<file path="config.mk">
export PLATFORM = sky130hd
export DESIGN_NAME = generic_io_dft_bist
export DESIGN_NICKNAME = d
export VERILOG_FILES = /design/src/rtl/generic_io_dft_pkg.sv /design/src/rtl/io_dft_bist_misr.sv /design/src/rtl/generic_io_dft_bist.sv
export SDC_FILE = /design/constraint.sdc
export NUM_CORES = 1
export LEC_CHECK = 0
export ABC_AREA = 1
export BUFFER_PORTS_ARGS = -buffer_cell sky130_fd_sc_hd__buf_2
export CORE_ASPECT_RATIO = 1.2
export CORE_UTILIZATION = 46
export CTS_BUF_LIST = sky130_fd_sc_hd__clkbuf_4 sky130_fd_sc_hd__clkbuf_8 sky130_fd_sc_hd__clkbuf_16
export DETAILED_ROUTE_END_ITERATION = 10
export HOLD_SLACK_MARGIN = 0.15
export PLACE_DENSITY = 0.77
export SLEW_MARGIN = 20
export SYNTH_ARGS = -nofsm -noshare
export SYNTH_HDL_FRONTEND = slang
export SYNTH_SLANG_ARGS = --single-unit
</file>
<file path="constraint.sdc">
create_clock -name func_clk -period 1.63 [get_ports func_clk]
set_clock_uncertainty 0.15 [all_clocks]
set_input_delay 0.326 -clock func_clk [delete_from_list [all_inputs] [get_ports func_clk]]
set_output_delay 0.326 -clock func_clk [all_outputs]
set_load 0.005 [all_outputs]
</file>
<file path="src/rtl/generic_io_dft_pkg.sv">
// Shared types and LFSR helpers for the IO loopback BIST engine.
// Tap table holds maximal-length Fibonacci feedback taps for widths 2..64.
package generic_io_dft_pkg;

    typedef enum logic [2:0] {
        ST_IDLE  = 3'd0,
        ST_SEED  = 3'd1,
        ST_RUN   = 3'd2,
        ST_DRAIN = 3'd3,
        ST_CHECK = 3'd4,
        ST_DONE  = 3'd5
    } bist_state_e;

    function automatic logic [63:0] tap_bits(input int a, input int b, input int c, input int d);
        logic [63:0] r;
        r = '0;
        if (a > 0) r = r | (64'd1 << (a - 1));
        if (b > 0) r = r | (64'd1 << (b - 1));
        if (c > 0) r = r | (64'd1 << (c - 1));
        if (d > 0) r = r | (64'd1 << (d - 1));
        return r;
    endfunction

    // Tap positions are 1-based; the register shifts towards the MSB.
    function automatic logic [63:0] lfsr_taps(input int width);
        case (width)
            2:  return tap_bits(2, 1, 0, 0);
            3:  return tap_bits(3, 2, 0, 0);
            4:  return tap_bits(4, 3, 0, 0);
            5:  return tap_bits(5, 3, 0, 0);
            6:  return tap_bits(6, 5, 0, 0);
            7:  return tap_bits(7, 6, 0, 0);
            8:  return tap_bits(8, 6, 5, 4);
            9:  return tap_bits(9, 5, 0, 0);
            10: return tap_bits(10, 7, 0, 0);
            11: return tap_bits(11, 9, 0, 0);
            12: return tap_bits(12, 6, 4, 1);
            13: return tap_bits(13, 4, 3, 1);
            14: return tap_bits(14, 5, 3, 1);
            15: return tap_bits(15, 14, 0, 0);
            16: return tap_bits(16, 15, 13, 4);
            17: return tap_bits(17, 14, 0, 0);
            18: return tap_bits(18, 11, 0, 0);
            19: return tap_bits(19, 6, 2, 1);
            20: return tap_bits(20, 17, 0, 0);
            21: return tap_bits(21, 19, 0, 0);
            22: return tap_bits(22, 21, 0, 0);
            23: return tap_bits(23, 18, 0, 0);
            24: return tap_bits(24, 23, 22, 17);
            25: return tap_bits(25, 22, 0, 0);
            26: return tap_bits(26, 6, 2, 1);
            27: return tap_bits(27, 5, 2, 1);
            28: return tap_bits(28, 25, 0, 0);
            29: return tap_bits(29, 27, 0, 0);
            30: return tap_bits(30, 6, 4, 1);
            31: return tap_bits(31, 28, 0, 0);
            32: return tap_bits(32, 22, 2, 1);
            33: return tap_bits(33, 20, 0, 0);
            34: return tap_bits(34, 27, 2, 1);
            35: return tap_bits(35, 33, 0, 0);
            36: return tap_bits(36, 25, 0, 0);
            37: return tap_bits(37, 5, 4, 3) | tap_bits(2, 1, 0, 0);
            38: return tap_bits(38, 6, 5, 1);
            39: return tap_bits(39, 35, 0, 0);
            40: return tap_bits(40, 38, 21, 19);
            41: return tap_bits(41, 38, 0, 0);
            42: return tap_bits(42, 41, 20, 19);
            43: return tap_bits(43, 42, 38, 37);
            44: return tap_bits(44, 43, 18, 17);
            45: return tap_bits(45, 44, 42, 41);
            46: return tap_bits(46, 45, 26, 25);
            47: return tap_bits(47, 42, 0, 0);
            48: return tap_bits(48, 47, 21, 20);
            49: return tap_bits(49, 40, 0, 0);
            50: return tap_bits(50, 49, 24, 23);
            51: return tap_bits(51, 50, 36, 35);
            52: return tap_bits(52, 49, 0, 0);
            53: return tap_bits(53, 52, 38, 37);
            54: return tap_bits(54, 53, 18, 17);
            55: return tap_bits(55, 31, 0, 0);
            56: return tap_bits(56, 55, 35, 34);
            57: return tap_bits(57, 50, 0, 0);
            58: return tap_bits(58, 39, 0, 0);
            59: return tap_bits(59, 58, 38, 37);
            60: return tap_bits(60, 59, 0, 0);
            61: return tap_bits(61, 60, 46, 45);
            62: return tap_bits(62, 61, 6, 5);
            63: return tap_bits(63, 62, 0, 0);
            64: return tap_bits(64, 63, 61, 60);
            default: return tap_bits(2, 1, 0, 0);
        endcase
    endfunction

    function automatic logic [63:0] lfsr_step(input logic [63:0] value, input int width);
        logic [63:0] keep;
        logic        fb;
        keep = (width >= 64) ? {64{1'b1}} : ((64'd1 << width) - 64'd1);
        fb   = ^(value & lfsr_taps(width));
        return ((value << 1) | {63'd0, fb}) & keep;
    endfunction

endpackage

</file>
<file path="src/rtl/io_dft_bist_misr.sv">
// Multiple-input signature register: seeded on load, compacts masked feedback on enable.
module io_dft_bist_misr
    import generic_io_dft_pkg::*;
#(
    parameter int DW = 32
) (
    input  logic          func_clk,
    input  logic          func_rst_n,
    input  logic          load,
    input  logic [DW-1:0] seed,
    input  logic          en,
    input  logic [DW-1:0] data,
    input  logic [DW-1:0] mask,
    output logic [DW-1:0] misr
);

    always_ff @(posedge func_clk or negedge func_rst_n) begin
        if (!func_rst_n) begin
            misr <= '0;
        end else if (load) begin
            misr <= seed;
        end else if (en) begin
            misr <= DW'(lfsr_step(64'(misr), DW)) ^ (data & ~mask);
        end
    end

endmodule

</file>
<file path="src/rtl/generic_io_dft_bist.sv">
// IO loopback BIST: LFSR pattern onto selected lanes, MISR compaction of feedback, pass/fail.
// Optional mismatch counter built when GENERIC_IO_DFT_BIST_ERR_CNT_EN is defined.
//
// state | meaning
// IDLE  | functional path, waiting for bist_start
// SEED  | load LFSR, MISR, pattern counter, mask and expected signature
// RUN   | drive pattern on unmasked lanes, LFSR steps, counter decrements
// DRAIN | wait FB_DLY cycles for in-flight feedback to reach the MISR
// CHECK | compare signature against expected value
// DONE  | hold result until bist_en falls or a new bist_start
module generic_io_dft_bist
    import generic_io_dft_pkg::*;
#(
    parameter int          CH_NUM        = 4,
    parameter int          CH_DW         = 8,
    parameter int          PAT_CNT_W     = 16,
    parameter int          FB_DLY        = 2,
    parameter logic [63:0] LFSR_TOG_INIT = 64'hAAAA_AAAA_AAAA_AAAA,
    localparam int         DW            = CH_NUM * CH_DW
) (
    input  logic                 func_clk,
    input  logic                 func_rst_n,
    input  logic                 bist_en,
    input  logic                 bist_start,
    input  logic [CH_NUM-1:0]    bist_ch_mask,
    input  logic [PAT_CNT_W-1:0] bist_pat_len,
    input  logic [DW-1:0]        bist_lfsr_seed,
    input  logic [DW-1:0]        bist_misr_seed,
    input  logic [DW-1:0]        bist_misr_exp,
    input  logic [DW-1:0]        func_datap_in,
    output logic [DW-1:0]        func_datap_out,
    input  logic [DW-1:0]        func_datap_io_fb,
    output logic                 bist_busy,
    output logic                 bist_done,
    output logic                 bist_pass,
    output logic [DW-1:0]        bist_misr,
    output logic [15:0]          bist_err_cnt
);

    localparam logic [2:0]    DLY_LD = 3'((FB_DLY > 0) ? FB_DLY - 1 : 0);
    localparam logic [DW-1:0] TOG    = LFSR_TOG_INIT[DW-1:0];

    bist_state_e          state_q, state_d;
    logic [PAT_CNT_W-1:0] cnt_q;
    logic [2:0]           dly_q;
    logic [DW-1:0]        lfsr_q, exp_q, mask_bits;
    logic [CH_NUM-1:0]    mask_q;
    logic                 pass_q, cmp_en, sig_ok, run_now;

    assign run_now = (state_q == ST_RUN);

    always_ff @(posedge func_clk or negedge func_rst_n) begin
        if (!func_rst_n) state_q <= ST_IDLE;
        else             state_q <= state_d;
    end

    always_comb begin
        state_d = state_q;
        case (state_q)
            ST_IDLE:  if (bist_start) state_d = ST_SEED;
            ST_SEED: begin
                if (bist_pat_len != '0) state_d = ST_RUN;
                else                    state_d = (FB_DLY == 0) ? ST_CHECK : ST_DRAIN;
            end
            ST_RUN:   if (cnt_q == PAT_CNT_W'(1)) state_d = (FB_DLY == 0) ? ST_CHECK : ST_DRAIN;
            ST_DRAIN: if (dly_q == 3'd0) state_d = ST_CHECK;
            ST_CHECK: state_d = ST_DONE;
            ST_DONE:  if (bist_start) state_d = ST_SEED;
            default:  state_d = ST_IDLE;
        endcase
        if (!bist_en) state_d = ST_IDLE;
    end

    always_ff @(posedge func_clk or negedge func_rst_n) begin
        if (!func_rst_n) begin
            cnt_q  <= '0;
            dly_q  <= DLY_LD;
            lfsr_q <= TOG;
            mask_q <= '0;
            exp_q  <= '0;
            pass_q <= 1'b0;
        end else begin
            case (state_q)
                ST_SEED: begin
                    cnt_q  <= bist_pat_len;
                    lfsr_q <= bist_lfsr_seed ^ TOG;
                    mask_q <= bist_ch_mask;
                    exp_q  <= bist_misr_exp;
                end
                ST_RUN: begin
                    cnt_q  <= cnt_q - PAT_CNT_W'(1);
                    lfsr_q <= DW'(lfsr_step(64'(lfsr_q), DW));
                end
                default: ;
            endcase
            dly_q  <= (state_q == ST_DRAIN) ? dly_q - 3'd1 : DLY_LD;
            pass_q <= (state_q == ST_CHECK) ? sig_ok : ((state_q == ST_DONE) ? pass_q : 1'b0);
        end
    end

    always_comb begin
        mask_bits = '0;
        for (int l = 0; l < CH_NUM; l++) begin
            mask_bits[l*CH_DW +: CH_DW] = {CH_DW{mask_q[l]}};
        end
    end

    assign func_datap_out = run_now ? ((lfsr_q & ~mask_bits) | (func_datap_in & mask_bits))
                                    : func_datap_in;

    // Compaction enable is the RUN flag delayed to line up with the IO feedback.
    generate
        if (FB_DLY == 0) begin : g_vld_direct
            assign cmp_en = run_now;
        end else begin : g_vld_pipe
            logic [FB_DLY-1:0] vld_pipe;
            always_ff @(posedge func_clk or negedge func_rst_n) begin
                if (!func_rst_n)  vld_pipe <= '0;
                else if (!bist_en) vld_pipe <= '0;
                else              vld_pipe <= FB_DLY'({vld_pipe, run_now});
            end
            assign cmp_en = vld_pipe[FB_DLY-1];
        end
    endgenerate

    io_dft_bist_misr #(.DW(DW)) u_misr (
        .func_clk   (func_clk),
        .func_rst_n (func_rst_n),
        .load       (state_q == ST_SEED),
        .seed       (bist_misr_seed),
        .en         (cmp_en),
        .data       (func_datap_io_fb),
        .mask       (mask_bits),
        .misr       (bist_misr)
    );

`ifdef GENERIC_IO_DFT_BIST_ERR_CNT_EN
    logic [DW-1:0] exp_word;
    logic [15:0]   err_q;
    logic          mis;

    generate
        if (FB_DLY == 0) begin : g_exp_direct
            assign exp_word = lfsr_q;
        end else begin : g_exp_pipe
            logic [DW-1:0] lfsr_dly [FB_DLY];
            always_ff @(posedge func_clk or negedge func_rst_n) begin
                if (!func_rst_n) begin
                    for (int i = 0; i < FB_DLY; i++) lfsr_dly[i] <= '0;
                end else begin
                    lfsr_dly[0] <= lfsr_q;
                    for (int i = 1; i < FB_DLY; i++) lfsr_dly[i] <= lfsr_dly[i-1];
                end
            end
            assign exp_word = lfsr_dly[FB_DLY-1];
        end
    endgenerate

    assign mis = cmp_en && (((func_datap_io_fb ^ exp_word) & ~mask_bits) != '0);

    always_ff @(posedge func_clk or negedge func_rst_n) begin
        if (!func_rst_n)                      err_q <= '0;
        else if (state_q == ST_SEED)          err_q <= '0;
        else if (mis && (err_q != 16'hFFFF))  err_q <= err_q + 16'd1;
    end

    assign bist_err_cnt = err_q;
    assign sig_ok       = (bist_misr == exp_q) && (err_q == '0);
`else
    assign bist_err_cnt = '0;
    assign sig_ok       = (bist_misr == exp_q);
`endif

    assign bist_busy = (state_q == ST_SEED) || (state_q == ST_RUN) ||
                       (state_q == ST_DRAIN) || (state_q == ST_CHECK);
    assign bist_done = (state_q == ST_DONE);
    assign bist_pass = pass_q && (state_q == ST_DONE);

endmodule

</file>
==> metrics.md <==
| Metric | Value |
|---|---|
| Commonest cells after routing, fill and taps aside | `nand2_1 (342), buf_2 (218), dlygate4sd3_1 (115)` |
| First-pass GRT wire length | `44.0 mm` |
| Slowest cell on the critical path | `dfrtp_1` |
| Worst setup path startpoint | `state_q[0]` |
| Layout Cells excl Fill | `1,622` |
| Post-DR vias/cell | `5.42` |
| Sequential element share of the synthesized area | `42.2%` |
| Pwr dens | `1940 nW/µm²` |
| Most common cell after layout, fill and taps aside | `nand2_1` |
| Critical Path Fanout Max | `4` |
| Compound-Gate Fraction of Synth Area | `12.2%` |
| Remaining Overflow, GRT | `0` |
| RSZ-0062 raised after global routing | `true` |
| Tightest Hold Check Type | `in2reg` |
| Inserted Diodes | `0` |
| Die height | `142 µm` |
| Async set-reset flop share out of synthesis | `100%` |
| Number of enable flip-flop cells after synthesis | `0` |
| Core area | `15,700 µm²` |
| 1st-iter DRT viols | `711` |
| Setup TNS | `-48.47 ns` |
| Mapped cell area | `7460 µm²` |
| Final hold vios | `0` |
| H-tree Lvls | `4` |
| Die Area | `16,700 µm²` |
| FF/Latch Area | `3150 µm²` |
| Vias | `8,784` |
| Fin util | `77.9%` |
| Synth area leader | `dfrtp_1` |
| CTS tree | `done` |
| Clock root buffer master | `clkbuf_16` |
| GR peak layer | `met2` |
| Routed WL | `29.5 mm` |
| Sink Count | `125` |
| Syn Inst Count | `967` |
| Crit-path cells | `inv_2 > nand3_4 > buf_6 > nor2_4 > clkbuf_16 > mux2_4 > buf_6` |
| Worst setup path end | `func_datap_out[25]` |
| Area Overhead vs Synth | `63.9%` |
| 1st-pass router iterations | `7` |
| Share of post-route cells with drive strength above 1 | `32.5%` |
| Hold path depth | `4` |
| Initial antenna violation count | `0` |
| Final net count | `1,589` |
| Failing checks | `setup timing` |
| Area of the multi-input gates | `3990 µm²` |
| IO Pins | `267` |
| Worst Setup End Kind | `output pin` |
| Worst r2r dst | `u_misr.misr[27]` |
| Library cells used by synthesis | `38` |
| Highest attainable clock frequency | `0.426 GHz` |
| Top_reg_cell synth | `dfrtp_1` |
| All-layer global routing usage | `33.7%` |
| Cts bufs inserted | `17` |
| Final Cycle Share | `144%` |
| Post-placement cell count | `1,431` |
| Post-synthesis mux area share | `4.68%` |
| Initial core utilization | `47.5%` |
| Number of buffers and inverters on the critical path | `4` |
| Adder-Cell Fraction of Synth Area | `0.671%` |
| Worst EP required | `1.15 ns` |
| GR Util met1 | `34.8%` |
| Final Max Tran Viols | `0` |
| Drt drc | `0` |
| Yosys warning count | `0` |
| Largest net degree at the start of global routing | `79` |
| Number of global-route vias before repair | `8,910` |
| Post-layout min period | `2.35 ns` |
| Largest family of logic cells by synthesized area | `simple AND/OR/NAND/NOR gates` |
| CTS max path bufs | `2` |
| Crit path DAT | `1.87 ns` |
| Placement row count | `50` |
| FF-to-FF path depth | `9` |
| # setup viols final | `155` |
| Launch point of the worst reg-to-reg path | `state_q[1]` |
| Max-cap violations | `0` |
| Lkg Pwr | `6.22 nW` |
| Synth top area cells | `dfrtp_1 (36%), nand2_1 (17%), o21ai_0 (6.2%), dfstp_2 (6.0%), xor2_1 (5.2%)` |
| Delay-heaviest family, CP | `buffers and inverters` |
| Setup Crit Path Kind | `reg2out` |
| WL/cell | `18.2 µm` |
| ANT nets after route | `0` |
| Clock transition at the registers of the reported paths | `0.06 ns` |
| Die W | `118 µm` |
| Outcome | `finished, violations left` |
| Area share of the largest cell type after synthesis | `36.2%` |
| FILL cells | `977` |
| Most used cell, CP | `buf_6` |
| Reg2reg setup slack | `-0.35 ns` |
| Critical Path Source Type | `flip-flop` |
| Met2 Usage GRT | `62.7%` |
| Worst setup margin | `-0.716 ns` |
| Syn Area/Cell | `7.72 µm²` |
| Worst path depth | `7` |
| Post-synthesis xor/xnor area fraction | `6.81%` |
| GR Util met3 | `7.64%` |
| Dpl hpwl | `15.7 mm` |
| GPL Wtd Cong | `0.830` |
| Yosys reg bits | `125` |
| Post-synthesis simple-gate area fraction | `25.2%` |
| PortBufs | `250` |
| Later-pin clock latency in the skew report | `0.42 ns` |
| Slowest cell delay on critical path | `0.38 ns` |
| Worst VDD drop | `1.05 mV` |
-- how the worst min path moves through the flow --
stage                            to  slack (ns)        startpoint
floorplan                  cnt_q[0]       -0.12        func_rst_n
global placement    u_misr.misr[25]        0.19        func_rst_n
detailed placement  u_misr.misr[25]        0.19        func_rst_n
CTS                       cnt_q[15]        0.15  bist_pat_len[15]
global route               cnt_q[2]        0.21   bist_pat_len[2]
finish                     cnt_q[2]        0.18   bist_pat_len[2]
-- sequential cells by signal (all words and copies together) (netlist names) --
register,count
lfsr_q,32
pass_q,1
u_misr.misr,32
g_vld_pipe.vld_pipe,2
mask_q,4
dly_q,3
cnt_q,16
exp_q,32
state_q,3
-- power breakdown --
group	internal [W]	switching [W]
registers	0.00482	0.00167
clock network	0.00234	0.00149
logic	0.00656	0.00679
total	0.0137	0.00995
-- cells by family after synthesis --
kind of cell,Yosys count
simple gates,463
compound gates,163
flops,125
buf+inv,122
xor+xnor,58
mux,31
fa+ha+maj,4
other cells,1
-- area by class of cell --
cell class / count / area share, %
Multi-Input combinational cell: 735 / 32.6
Timing Repair Buffer: 458 / 32.3
Sequential cell: 125 / 25.8
Clock buffer: 19 / 3.70
Inverter: 64 / 2.33
Tap cell: 208 / 2.13
Clock inverter: 13 / 1.16
-- synth_stat cells (all sizes together), types with 2 or more instances --
| cell type | n |
|---|---|
| ha | 4 |
| clkbuf | 7 |
| a22oi | 2 |
| a21oi | 19 |
| buf | 51 |
| nor2 | 84 |
| dfstp | 17 |
| clkinv | 5 |
| inv | 59 |
| o211ai | 32 |
| nand2 | 347 |
| nand4 | 3 |
| dfrtp | 108 |
| nand3 | 24 |
| o21ai | 105 |
| mux2 | 31 |
| nand3b | 2 |
| xnor2 | 14 |
| o22ai | 2 |
| nor3 | 3 |
| xor2 | 44 |
-- worst min-delay path, delay by kind of cell --
family,cells,cell delay [ns]
buffers and inverters,2,0.11
AOI/OAI and AO/OA,2,0.27
-- metal layers --
| metal | vias to the layer above | wire length (µm) |
|---|---|---|
| met5 | - | 0 |
| met3 | 164 | 2050 |
| met1 | 4143 | 10200 |
| met2 | 517 | 15400 |
| met4 | 0 | 1810 |
| li1 | 3960 | - |
-- through the flow --
step	setup WS, ns	total power (W)	hold slack [ns]	cell area (µm²)
floorplan	-0.171	0.0122	-0.120	7540
global placement	-0.210	0.0151	0.186	9180
detailed placement	-0.264	0.0154	0.190	9180
CTS	-0.685	0.0225	0.150	12000
global route	-0.789	0.0250	0.206	12200
finish	-0.716	0.0237	0.175	12200
-- repair_timing --
item / 4_1_cts / 5_1_grt
gates cloned: 15 / 2
setup endpoints to repair: 94 / 156
endpoints found under the hold margin: 225 / 0
gates resized for setup: 161 / 46
buffers inserted: 26 / 7
hold buffers: 115 / 0
pin swaps: 15 / 8
(Power assumes the default switching activity.)
